File: src/rtl/uart_pkg.sv
// Shared definitions for the UART receive path.
//   rx_state_t     : receiver FSM states
//   UART_DATA_BITS : data bits per frame (8N1)
//   counter_width  : width needed for a counter that runs 0..n-1
package uart_pkg;

    localparam int UART_DATA_BITS = 8;

    typedef enum logic [2:0] {
        IDLE,
        START,
        DATA,
        STOP,
        WAIT_HIGH
    } rx_state_t;

    // A counter that runs 0..n-1 needs clog2(n) bits; never return zero.
    function automatic int counter_width(input int n);
        return (n > 1) ? $clog2(n) : 1;
    endfunction

endpackage

File: src/rtl/uart_receiver_if.sv
// Consumer-side bundle of the UART receiver.
//   data_out        : received byte, stable while data_out_valid=1
//   data_out_valid  : holding register full
//   data_out_ready  : consumer accepts the byte this cycle
//   overrun         : sticky, a byte was dropped because the holding register was full
//   framing_error   : sticky, a stop bit was sampled as 0
//   clear_errors    : single-cycle pulse clearing both sticky flags
//   busy            : receiver FSM is not idle
// master = receiver side, slave = consumer (IO controller) side.
interface uart_receiver_if;
    import uart_pkg::*;

    logic [UART_DATA_BITS-1:0] data_out;
    logic                      data_out_valid;
    logic                      data_out_ready;
    logic                      overrun;
    logic                      framing_error;
    logic                      clear_errors;
    logic                      busy;

    modport master (
        output data_out,
        output data_out_valid,
        input  data_out_ready,
        output overrun,
        output framing_error,
        input  clear_errors,
        output busy
    );

    modport slave (
        input  data_out,
        input  data_out_valid,
        output data_out_ready,
        input  overrun,
        input  framing_error,
        output clear_errors,
        input  busy
    );

endinterface

File: src/rtl/uart_receiver_synchronizer.sv
// N-flop synchroniser for a single asynchronous input.
//   clk   : destination clock
//   rst   : asynchronous active-low reset; all flops reset to 1 (idle line level)
//   d     : asynchronous input
//   q     : synchronised output (last flop of the chain)
module synchronizer #(
    parameter int STAGES = 2
) (
    input  logic clk,
    input  logic rst,
    input  logic d,
    output logic q
);

    logic [STAGES-1:0] sync_reg;

    genvar gi;
    generate
        for (gi = 0; gi < STAGES; gi++) begin : g_stage
            if (gi == 0) begin : g_first
                always_ff @(posedge clk or negedge rst) begin
                    if (!rst) begin
                        sync_reg[gi] <= 1'b1;
                    end else begin
                        sync_reg[gi] <= d;
                    end
                end
            end else begin : g_rest
                always_ff @(posedge clk or negedge rst) begin
                    if (!rst) begin
                        sync_reg[gi] <= 1'b1;
                    end else begin
                        sync_reg[gi] <= sync_reg[gi-1];
                    end
                end
            end
        end
    endgenerate

    assign q = sync_reg[STAGES-1];

endmodule

File: src/rtl/uart_receiver.sv
// 8N1 UART receive front end.
//   clk        : core clock
//   rst        : asynchronous active-low reset
//   serial_in  : UART line, asynchronous to clk, idle high
//   rx_bus     : consumer bundle (byte holding register, handshake, sticky
//                error flags, clear pulse, busy)
// Bits are sampled mid-bit by a bit timer derived from CLOCK_FREQ/BAUD_RATE.
// Received bytes land in a single holding register with a ready/valid
// handshake; a byte arriving while the register is still full is dropped.
module uart_receiver
    import uart_pkg::*;
#(
    parameter int CLOCK_FREQ = 125_000_000,
    parameter int BAUD_RATE  = 115_200
) (
    input  logic            clk,
    input  logic            rst,
    input  logic            serial_in,
    uart_receiver_if.master rx_bus
);

    localparam int SYMBOL_EDGE_TIME = CLOCK_FREQ / BAUD_RATE;
    localparam int SAMPLE_TIME      = SYMBOL_EDGE_TIME / 2;
    localparam int TIMER_W          = counter_width(SYMBOL_EDGE_TIME);
    localparam int INDEX_W          = counter_width(UART_DATA_BITS);

    localparam logic [TIMER_W-1:0] TIMER_LAST = TIMER_W'(SYMBOL_EDGE_TIME - 1);
    localparam logic [TIMER_W-1:0] TIMER_MID  = TIMER_W'(SAMPLE_TIME - 1);
    localparam logic [INDEX_W-1:0] INDEX_LAST = INDEX_W'(UART_DATA_BITS - 1);

    logic                      rx_s;
    rx_state_t                 state_reg;
    logic [TIMER_W-1:0]        timer_reg;
    logic [INDEX_W-1:0]        index_reg;
    logic [UART_DATA_BITS-1:0] shift_reg;

    logic [UART_DATA_BITS-1:0] data_reg;
    logic                      valid_reg;
    logic                      overrun_reg;
    logic                      framing_reg;

    logic stop_sample;
    logic deliver;
    logic frame_err;
    logic drop;

    synchronizer #(
        .STAGES(2)
    ) u_rx_sync (
        .clk (clk),
        .rst (rst),
        .d   (serial_in),
        .q   (rx_s)
    );

    // ------------------------------------------------------------------
    // Receive FSM. The timer restarts at 0 on every state change; after the
    // START sample (half a bit in) every later sample lands one full bit
    // later, i.e. mid-bit.
    // ------------------------------------------------------------------
    always_ff @(posedge clk or negedge rst) begin
        if (!rst) begin
            state_reg <= IDLE;
            timer_reg <= '0;
            index_reg <= '0;
            shift_reg <= '0;
        end else begin
            unique case (state_reg)
                IDLE: begin
                    timer_reg <= '0;
                    if (!rx_s) begin
                        state_reg <= START;
                    end
                end

                START: begin
                    if (timer_reg == TIMER_MID) begin
                        timer_reg <= '0;
                        index_reg <= '0;
                        // A start bit that is high again by mid-bit was a glitch.
                        state_reg <= rx_s ? IDLE : DATA;
                    end else begin
                        timer_reg <= timer_reg + TIMER_W'(1);
                    end
                end

                DATA: begin
                    if (timer_reg == TIMER_LAST) begin
                        timer_reg <= '0;
                        // LSB arrives first, so shift in from the top.
                        shift_reg <= {rx_s, shift_reg[UART_DATA_BITS-1:1]};
                        index_reg <= index_reg + INDEX_W'(1);
                        if (index_reg == INDEX_LAST) begin
                            state_reg <= STOP;
                        end
                    end else begin
                        timer_reg <= timer_reg + TIMER_W'(1);
                    end
                end

                STOP: begin
                    if (timer_reg == TIMER_LAST) begin
                        timer_reg <= '0;
                        // Leaving at mid-stop-bit lets the next start edge resync.
                        state_reg <= rx_s ? IDLE : WAIT_HIGH;
                    end else begin
                        timer_reg <= timer_reg + TIMER_W'(1);
                    end
                end

                WAIT_HIGH: begin
                    // A held-low (break) line must not be taken as new frames.
                    timer_reg <= '0;
                    if (rx_s) begin
                        state_reg <= IDLE;
                    end
                end

                default: begin
                    state_reg <= IDLE;
                    timer_reg <= '0;
                end
            endcase
        end
    end

    assign stop_sample = (state_reg == STOP) && (timer_reg == TIMER_LAST);
    assign deliver     = stop_sample && rx_s;
    assign frame_err   = stop_sample && !rx_s;
    // A byte is only dropped if the held byte is not leaving in this same cycle.
    assign drop        = deliver && valid_reg && !rx_bus.data_out_ready;

    // ------------------------------------------------------------------
    // Holding register and sticky flags. New errors take priority over
    // clear_errors arriving in the same cycle.
    // ------------------------------------------------------------------
    always_ff @(posedge clk or negedge rst) begin
        if (!rst) begin
            data_reg    <= '0;
            valid_reg   <= 1'b0;
            overrun_reg <= 1'b0;
            framing_reg <= 1'b0;
        end else begin
            if (deliver && (!valid_reg || rx_bus.data_out_ready)) begin
                data_reg  <= shift_reg;
                valid_reg <= 1'b1;
            end else if (valid_reg && rx_bus.data_out_ready) begin
                valid_reg <= 1'b0;
            end

            if (drop) begin
                overrun_reg <= 1'b1;
            end else if (rx_bus.clear_errors) begin
                overrun_reg <= 1'b0;
            end

            if (frame_err) begin
                framing_reg <= 1'b1;
            end else if (rx_bus.clear_errors) begin
                framing_reg <= 1'b0;
            end
        end
    end

    assign rx_bus.data_out       = data_reg;
    assign rx_bus.data_out_valid = valid_reg;
    assign rx_bus.overrun        = overrun_reg;
    assign rx_bus.framing_error  = framing_reg;
    assign rx_bus.busy           = (state_reg != IDLE);

endmodule

File: src/flat_wrapper.sv
// flat-port wrapper written by rule: the top's interface ports become plain ports
module uart_receiver_flat import uart_pkg::*;
#(
    parameter int CLOCK_FREQ = 125_000_000,
    parameter int BAUD_RATE  = 115_200
)
  (clk, rst, serial_in, rx_bus_data_out, rx_bus_data_out_valid, rx_bus_data_out_ready, rx_bus_overrun, rx_bus_framing_error, rx_bus_clear_errors, rx_bus_busy);
  uart_receiver_if rx_bus_i ();
  input  logic clk;
  input  logic rst;
  input  logic serial_in;
  output wire logic [$bits(rx_bus_i.data_out)-1:0] rx_bus_data_out;
  output wire logic [$bits(rx_bus_i.data_out_valid)-1:0] rx_bus_data_out_valid;
  input wire logic [$bits(rx_bus_i.data_out_ready)-1:0] rx_bus_data_out_ready;
  output wire logic [$bits(rx_bus_i.overrun)-1:0] rx_bus_overrun;
  output wire logic [$bits(rx_bus_i.framing_error)-1:0] rx_bus_framing_error;
  input wire logic [$bits(rx_bus_i.clear_errors)-1:0] rx_bus_clear_errors;
  output wire logic [$bits(rx_bus_i.busy)-1:0] rx_bus_busy;
  assign rx_bus_data_out = rx_bus_i.data_out;
  assign rx_bus_data_out_valid = rx_bus_i.data_out_valid;
  assign rx_bus_i.data_out_ready = rx_bus_data_out_ready;
  assign rx_bus_overrun = rx_bus_i.overrun;
  assign rx_bus_framing_error = rx_bus_i.framing_error;
  assign rx_bus_i.clear_errors = rx_bus_clear_errors;
  assign rx_bus_busy = rx_bus_i.busy;
  uart_receiver #(.CLOCK_FREQ(CLOCK_FREQ), .BAUD_RATE(BAUD_RATE)) u_core (.clk(clk), .rst(rst), .serial_in(serial_in), .rx_bus(rx_bus_i));
endmodule
File: config.mk
export PLATFORM = sky130hd
export DESIGN_NAME = uart_receiver_flat
export DESIGN_NICKNAME = d
export VERILOG_FILES = /design/src/rtl/uart_pkg.sv /design/src/rtl/uart_receiver_if.sv /design/src/rtl/uart_receiver_synchronizer.sv /design/src/rtl/uart_receiver.sv /design/src/flat_wrapper.sv
export SDC_FILE = /design/constraint.sdc
export NUM_CORES = 1
export LEC_CHECK = 0
export CORE_MARGIN = 2
export CORE_UTILIZATION = 50
export DETAILED_ROUTE_END_ITERATION = 7
export MAX_ROUTING_LAYER = met4
export PLACE_DENSITY = 0.79
export SYNTH_ARGS = -nofsm -noshare
export SYNTH_HDL_FRONTEND = slang
export SYNTH_HIERARCHICAL = 1
export SYNTH_SLANG_ARGS = --single-unit
File: constraint.sdc
create_clock -name clk -period 2 [get_ports clk]
set_clock_uncertainty 0.15 [all_clocks]
set_input_delay 0.3 -clock clk [delete_from_list [all_inputs] [get_ports clk]]
set_output_delay 0.3 -clock clk [all_outputs]
set_load 0.005 [all_outputs]
# == Word-level counts from Yosys, hierarchy flattened ==
# Cells that the tools add are included.
# totals
out_inout_bits,12
ff_bits,38
elab_cells,66
input_bits,5
# classes
muxes,20
eq_ne,13
addsub,2
n_reduce_logical,21
# ops
operator,n
two-way mux 3 bit,9
two-way mux 11 bit,2
one-hot mux 11 bit (2 select lines),1
one-hot mux 3 bit (5 select lines),1
"adder 11 x 1 -> 11 bit, second input constant",1
"equality test 11 x 10 -> 1 bit, second input constant",1
"equality test 11 bit, second input constant",1
"inequality test 2 x 1 -> 1 bit, second input constant",4
nonzero test 2 bit,4
logical AND 1 bit,7
"equality test 3 x 2 -> 1 bit, second input constant",2
"equality test 3 bit, second input constant",2
one-hot mux 3 bit (2 select lines),1
AND reduction 6 bit,1
two-way mux 1 bit,5
"inequality test 2 bit, second input constant",2
"adder 3 x 1 -> 3 bit, second input constant",1
"equality test 3 x 1 -> 1 bit, second input constant",1
zero test 1 bit,3
zero test 3 bit,1
AND reduction 3 bit,1
nonzero test 3 bit,1
two-way mux 2 bit,1
AND reduction 2 bit,1
2 further kinds,2

# == Logic depth before layout (Yosys ltp) ==
# Gate-level depths: netlist (run 1).
# logic_depth
word_depth,6
ltp_mapped,7
ltp_nobuf,6

# == By module ==
# The synthesis (run 1) kept the hierarchy.
# by_module_without_submodules
mod,cells_each,instances,area_each_um2
uart_receiver,141,1,1722.9
synchronizer,2,1,52.6

# == Worst setup path after synthesis (run 1) ==
# Ideal clock, no wire load.
# synth_timing
path_type,flip-flop to flip-flop
from,register u_core.timer_reg[0]
to,"register u_core.data_reg[0], in the netlist u_core/rx_bus.data_out[0]"
path_buffers,1
stages_incl_launch_ff,8
t_required_ps,1725
path_slack_ps,164
arrival_ps,1561
setup_ps,125
cell_sequence,dfrtp_1 -> inv_1 -> ha_1 -> and3b_1 -> and3_1 -> buf_6 -> nand4_4 -> mux2_2
# synth_via
elab_chain_cells,4
# synth_lines
item,line,rtl
start: declaration,uart_receiver.sv:33,logic [TIMER_W-1:0] timer_reg;
start signal: assignment,uart_receiver.sv:83,timer_reg <= timer_reg + TIMER_W'(1);
start signal: assignment,uart_receiver.sv:97,timer_reg <= timer_reg + TIMER_W'(1);
start signal: assignment,uart_receiver.sv:107,timer_reg <= timer_reg + TIMER_W'(1);
equality test 11 bit,uart_receiver.sv:127,assign stop_sample = (state_reg == STOP) && (timer_reg == TIMER_LAST);
logical AND 1 bit,uart_receiver.sv:127,
logical AND 1 bit,uart_receiver.sv:128,assign deliver = stop_sample && rx_s;
logical AND 1 bit,uart_receiver.sv:144,if (deliver && (!valid_reg || rx_bus.data_out_ready)) begin
end signal: assignment,uart_receiver.sv:145,data_reg <= shift_reg;
end: declaration,uart_receiver.sv:37,logic [UART_DATA_BITS-1:0] data_reg;
# No other way between the ends.
# A chain may end at the register's enable or synchronous reset.

# == Final worst setup path (run 1) ==
# layout_timing
from,register u_core.state_reg[2]
to,register u_core.state_reg[1]
# layout_via
elab_chain_cells,3
# layout_lines
item,line,rtl
start: declaration,uart_receiver.sv:32,rx_state_t state_reg;
start signal: assignment,uart_receiver.sv:81,state_reg <= rx_s ? IDLE : DATA;
start signal: assignment,uart_receiver.sv:105,state_reg <= rx_s ? IDLE : WAIT_HIGH;
equality test 3 x 2 -> 1 bit (tied with other cells),uart_receiver.sv:68,unique case (state_reg)
inequality test 2 x 1 -> 1 bit (no line) / inequality test 2 bit (equally long branches),-,
AND reduction 6 bit (no line),-,
# Several ways; a longest one is shown, not always the timed one.

==> results of run 1 <==
==> report_power, final <==
part | switching, µW | internal [µW] | leakage (µW)
logic | 18.0 | 13.8 | 0.000489
registers | 3.37 | 772 | 0.000508
clock network | 233 | 169 | 0.0000343
==> worst reg2reg max path, cell delays in order (launching register included) <==
cell and delay (ps):
dfrtp_2 420, buf_4 160, or3b_4 410, a31oi_4 180
o21bai_1 140, mux2_2 350
==> synth_stat cells, types with 3 or more instances <==
master	n	share of area (%)
nand2_1	5	1.1
nor2_1	15	3.2
nand4_1	3	1.1
ha_1	5	3.5
and2_1	3	1.1
mux2i_1	3	1.7
xor2_1	8	3.9
dfrtp_1	36	51
xnor2_1	3	1.5
inv_1	7	1.5
mux2_2	17	11
nand3_1	6	1.7
and3_1	3	1.1
==> kinds of logic after synthesis <==
| family | share of synthesized area [%] |
|---|---|
| xor+xnor | 5.43 |
| compound gates | 5.22 |
| simple gates | 16.2 |
| buf+inv | 3.45 |
| fa+ha+maj | 3.52 |
| flops | 53.7 |
| mux | 12.5 |
==> cell type report <==
type | instances | area [µm²] | share of cell area [%]
Clock buffer | 6 | 51.3 | 2.38
Clock inverter | 2 | 12.5 | 0.581
Inverter | 7 | 26.3 | 1.22
Multi-Input combinational cell | 93 | 774 | 36.0
Sequential cell | 38 | 955 | 44.4
Tap cell | 46 | 57.6 | 2.67
Timing Repair Buffer | 30 | 275 | 12.8
==> per-layer routing <==
layer	vias up	global-route usage, %
li1	561	-
met1	579	20.4
met2	18	33.0
met3	6	4.64
met4	0	6.25
met5	-	-
==> cell usage in the layout (no fill, tap or decap), drive strengths merged, types with 2 or more instances in the layout <==
master and n:
xor2 8, nand4 5, clkbuf 6, nor2 15, mux2 17, mux2i 3
a21oi 2, buf 14, nor2b 2, nand2 5, and3 3, clkdlybuf4s50 14
dfrtp 36, ha 5, dfstp 2, inv 7, nand3 6, xnor2 3
and2 3
==> final timing paths <==
kind / startpoint / endpoint / slack (ps) / depth (start not counted)
max reg2reg: u_core/state_reg[2] / u_core/state_reg[1] / 90 / 5
min in group asynchronous: rst / u_core/rx_bus.framing_error / 310 / 2
min: u_core/u_rx_sync/sync_reg[0] / u_core/u_rx_sync/q / 220 / 0
max in group asynchronous: rst / u_core/u_rx_sync/q / 850 / 3
min reg2reg: u_core/u_rx_sync/sync_reg[0] / u_core/u_rx_sync/q / 220 / 0
max: u_core/state_reg[2] / u_core/state_reg[1] / 90 / 5
==> timing repair <==
item,4_1_cts,5_1_grt
hold endpoints to repair,19,0
pin swaps,0,1
resized for setup,3,4
cloned,0,0
hold buffers,1,0
buffers inserted,2,1
setup endpoints to repair,2,10
==> per-stage QoR <==
| step | setup WS (ps) | power (µW) |
|---|---|---|
| 2_1_floorplan | 164 | 794 |
| 3_3_place_gp | 129 | 820 |
| 3_5_place_dp | 29.7 | 821 |
| 4_1_cts | 13.5 | 1230 |
| 5_1_grt | 2.52 | 1260 |
| 6_report | 86.3 | 1210 |
==> results.yml, run 1 <==
place:
  dpl_cell_area_um2: 2040
  dp.cells: 210
  hpwlAfterDp_mm: 2.44
  place_congestion: 0.755
  numPortBuffers: 16
die:
  die_area_um2: 4040
  core-area_um2: 3360
  start_util_pct: 52.8
  num_rows: 21
  die_w_um: 63.6
  die_h_um: 63.6
  ios: 17
worst_setup_path:
  path_buf_inv: 1
  path_max_fanout: 5
  crit_type: "register to register"
  arrival_ps: 1980
  cpPeakStageDelay_ps: 420
  worst_path_max_delay_cell: "dfrtp_2"
  critPathLaunchType: "register"
  worstSetupEndpointType: "register"
  cp_top_family: "flip-flops"
  worstPathRequired_ps: 2060
  path_cells: "buf_4 -> or3b_4 -> a31oi_4 -> o21bai_1 -> mux2_2"
sta:
  rsz0062_at_grt: "no"
  min_period_ps: 1910
  setup_violations: 0
  holdWs_ps: 219
  tightest_slew_ps: 476
  slew_violations: 0
  fmax_ghz: 0.523
  setup_tns_ps: 0
  period_share_pct: 95.7
  finalHoldViolations: 0
  slew_headroom_pct: 68.2
grt:
  grt_pass1_vias: 1263
  overflow: 0
  antenna_found_initial: 0
  track_usage_pct: 18.6
  grt_max_degree: 21
  grt_pass1_wl_mm: 5.69
logic_synthesis:
  synth_cells: 143
  async_flop_share_pct: 100
  synth-seq-area-share_pct: 53.7
  ys_seq_elements: 38
  synth.cell_area_um2: 1780
  yosys.cell_types.count: 39
  synth_ff_type: "dfrtp_1"
  ys.warnings.count: 6
  syn_area_per_cell_um2: 12.4
  syn_nets: 153
  synth_edf_count: 0
routing:
  drc: 0
  vias: 1164
  routed_wl_mm: 3.24
  met3_length_um: 72
  ant_nets: 0
  wire_per_inst_um: 14.6
  wl_met2_mm: 1.79
  drt-met1-wl_mm: 1.32
  routed.top_layer: "met4"
  first_pass_iters: 4
  via_per_inst: 5.24
  drtIter0Drc: 54
cells_and_area:
  nFillCells: 285
  nNetsFinal: 185
  diodes: 0
  layout.cells.non_filler: 222
  design_area_um2: 2150
  final_util_pct: 64.0
  drive_above_1_share_pct: 30.1
  largest_reg_flops: 11
  areaGrowthSynthToFinish_pct: 21.2
power_and_ir_drop:
  power_leakage_uw: 0.00103
  power_density_nw_per_um2: 562
  irDropWorstVdd_v: 0.000488
clocking:
  clk_pin_slew_ps: 110
  cts_buffers: 5
  root_buffer: "clkbuf_4"
  cts_max_path_buffers: 2
  tritoncts: "built"
  numClockSinks: 38
  cts-htree-levels: 2
  clk_latency_ps: 320
worst_hold_path:
  hp-class: "register to register"
outcome:
  status: "finished, final reports clean"
job:
  maxCapViolCount: 0
Note: power is estimated with default switching activity, not from simulation.
==> inputs of run 2 (changes only) <==
Settings changed: CTS_CLUSTER_SIZE set to 30.
==> results of run 2 <==
No change in the layout: final DEF, timing and power equal those of run 1.
==> inputs of run 3 (changes only) <==
Settings changed: ABC_AREA set to 1, CTS_CLUSTER_SIZE 30 to 16.
==> results.yml, run 3 <==
place:
  numPortBuffers: 16
  hpwlAfterDp_mm: 2.48
  dp.cells: 289
  place_congestion: 0.922
routing:
  vias: 1456
  wire_per_inst_um: 11.6
  drtIter0Drc: 100
  first_pass_iters: 4
  routed_wl_mm: 3.47
  ant_nets: 0
  via_per_inst: 4.89
  drc: 0
worst_setup_path:
  path_max_fanout: 4
  critPathLaunchType: "register"
  r2r_slack_ps: 230
  worstSetupEndpointType: "output pin"
  crit_type: "register to output pin"
  worstPathRequired_ps: 1550
  arrival_ps: 1410
logic_synthesis:
  syn_nets: 235
  synth_common_cells: "nand2_1, dfrtp_1, nor2_1"
  synth.cell_area_um2: 1850
  synth_edf_count: 0
  synth_most_common_cell: "nand2_1"
  synth_cells: 225
  async_flop_share_pct: 100
  synth_top_area_share_pct: 48.6
  synth-seq-area-share_pct: 51.4
  syn_area_per_cell_um2: 8.24
  ys_top_cells_by_area: "dfrtp_1, nand2_1, nand3_1, nor2_1, inv_1"
  ys.warnings.count: 6
  yosys.cell_types.count: 25
  synth_ff_type: "dfrtp_1"
  synth_top_cell_by_area: "dfrtp_1"
  ys_seq_elements: 38
cells_and_area:
  final_util_pct: 60.8
  areaGrowthSynthToFinish_pct: 18.2
  largest_reg_flops: 11
  layout.area.seq_um2: 953
  multi_input_area_um2: 772
  drive_above_1_share_pct: 10.4
  layout.cells.non_filler: 298
  diodes: 0
  nFillCells: 315
  final_cell_mix: "nand2_1, dfrtp_1, nor2_1, inv_1, nand3_1"
  nNetsFinal: 259
  layout_commonest_cell: "nand2_1"
clocking:
  cts_buffers: 5
  numClockSinks: 38
  cts_hold_buf: 1
  clk_latency_ps: 290
  tritoncts: "built"
  cts-htree-levels: 2
  root_buffer: "clkbuf_8"
  clk_pin_slew_ps: 80
  post_cts_buffers: 0
  ctsResizeCount: 0
  cts_max_path_buffers: 2
power_and_ir_drop:
  irDropWorstVdd_v: 0.000475
  power_leakage_uw: 0.00110
  power_density_nw_per_um2: 660
die:
  die_w_um: 64.9
  die_h_um: 64.9
  ios: 17
  start_util_pct: 51.4
  num_rows: 22
  die_area_um2: 4210
  core-area_um2: 3610
sta:
  period_share_pct: 92.9
  setup_tns_ps: 0
  fmax_ghz: 0.538
  rsz0062_at_grt: "no"
  setup_violations: 0
  slew_violations: 0
  finalHoldViolations: 0
  slew_headroom_pct: 69.4
  min_period_ps: 1860
  tightest_slew_ps: 459
worst_hold_path:
  hp-class: "register to register"
grt:
  grt_pass1_vias: 1404
  overflow: 0
  grt_pass1_wl_mm: 6.09
  grt_max_degree: 39
  track_usage_pct: 19.4
  antenna_found_initial: 0
job:
  maxCapViolCount: 0
outcome:
  status: "finished, final reports clean"
[run 3: cell types whose count changed in the layout (fill, tap and decap cells not counted), sizes merged, moves of 6 or more]
cell / delta
nor2: +17
o21ai: +6
inv: +19
nand3: +18
nand2: +70
buf: -10
mux2: -17
[run 3: logic make-up (layout without fill, tap and decap cells)]
| family | after synthesis | count (layout) | synth area share, % |
|---|---|---|---|
| adder cells (fa/ha/maj) | 5 | 5 | 3.37 |
| AO/OA/AOI/OAI | 7 | 7 | 2.02 |
| AND/OR/NAND/NOR | 137 | 137 | 32.5 |
| XOR/XNOR | 8 | 8 | 3.78 |
| buffers and inverters | 30 | 55 | 6.95 |
| flip-flops | 38 | 38 | 51.4 |
[run 3: path summary, 6_finish.rpt]
kind / start / end / depth (start not counted)
max in group asynchronous: rst / u_core/u_rx_sync/q / 3
min: u_core/u_rx_sync/sync_reg[0] / u_core/u_rx_sync/q / 0
max: u_core/state_reg[0] / rx_bus_busy / 3
min reg2reg: u_core/u_rx_sync/sync_reg[0] / u_core/u_rx_sync/q / 0
max reg2reg: u_core/timer_reg[0] / u_core/timer_reg[10] / 9
min in group asynchronous: rst / u_core/timer_reg[8] / 3
[run 3: layout make-up]
type,count,area share [%]
tap,48,2.74
inverter,27,4.79
clock buffer,5,3.14
sequential,38,43.5
timing repair buffer,20,8.56
multi-input combinational,157,35.2
clock inverter,3,2.05
[run 3: power breakdown]
group	switching, µW	internal [µW]
Combinational	17.1	9.32
Sequential	2.80	771
Clock	276	371
[run 3: metrics by stage]
stage	setup slack (ps)	cell area (µm²)	hold WS (ps)	total power (µW)
CTS	122	2190	209	1470
floorplan	501	1850	-146	791
global route	41.4	2190	211	1510
finish	142	2190	209	1450
detailed placement	220	2070	198	816
global placement	271	2070	196	815
[run 3: worst max-delay path, cell delays in order, from the launching register on]
cell and delay (ps):
dfrtp_1 420, nor2_2 200, nand2_1 70, clkdlybuf4s50_1 440
[run 3: metal layers]
| metal | part of all wire (%) | global-route usage, % | wire length (µm) | vias to the layer above |
|---|---|---|---|---|
| li1 | - | - | - | 748 |
| met1 | 44 | 22.4 | 1540 | 682 |
| met2 | 51 | 33.1 | 1790 | 24 |
| met3 | 3.3 | 4.17 | 116 | 2 |
| met4 | 0.69 | 7.18 | 24 | 0 |
| met5 | 0 | - | 0 | - |
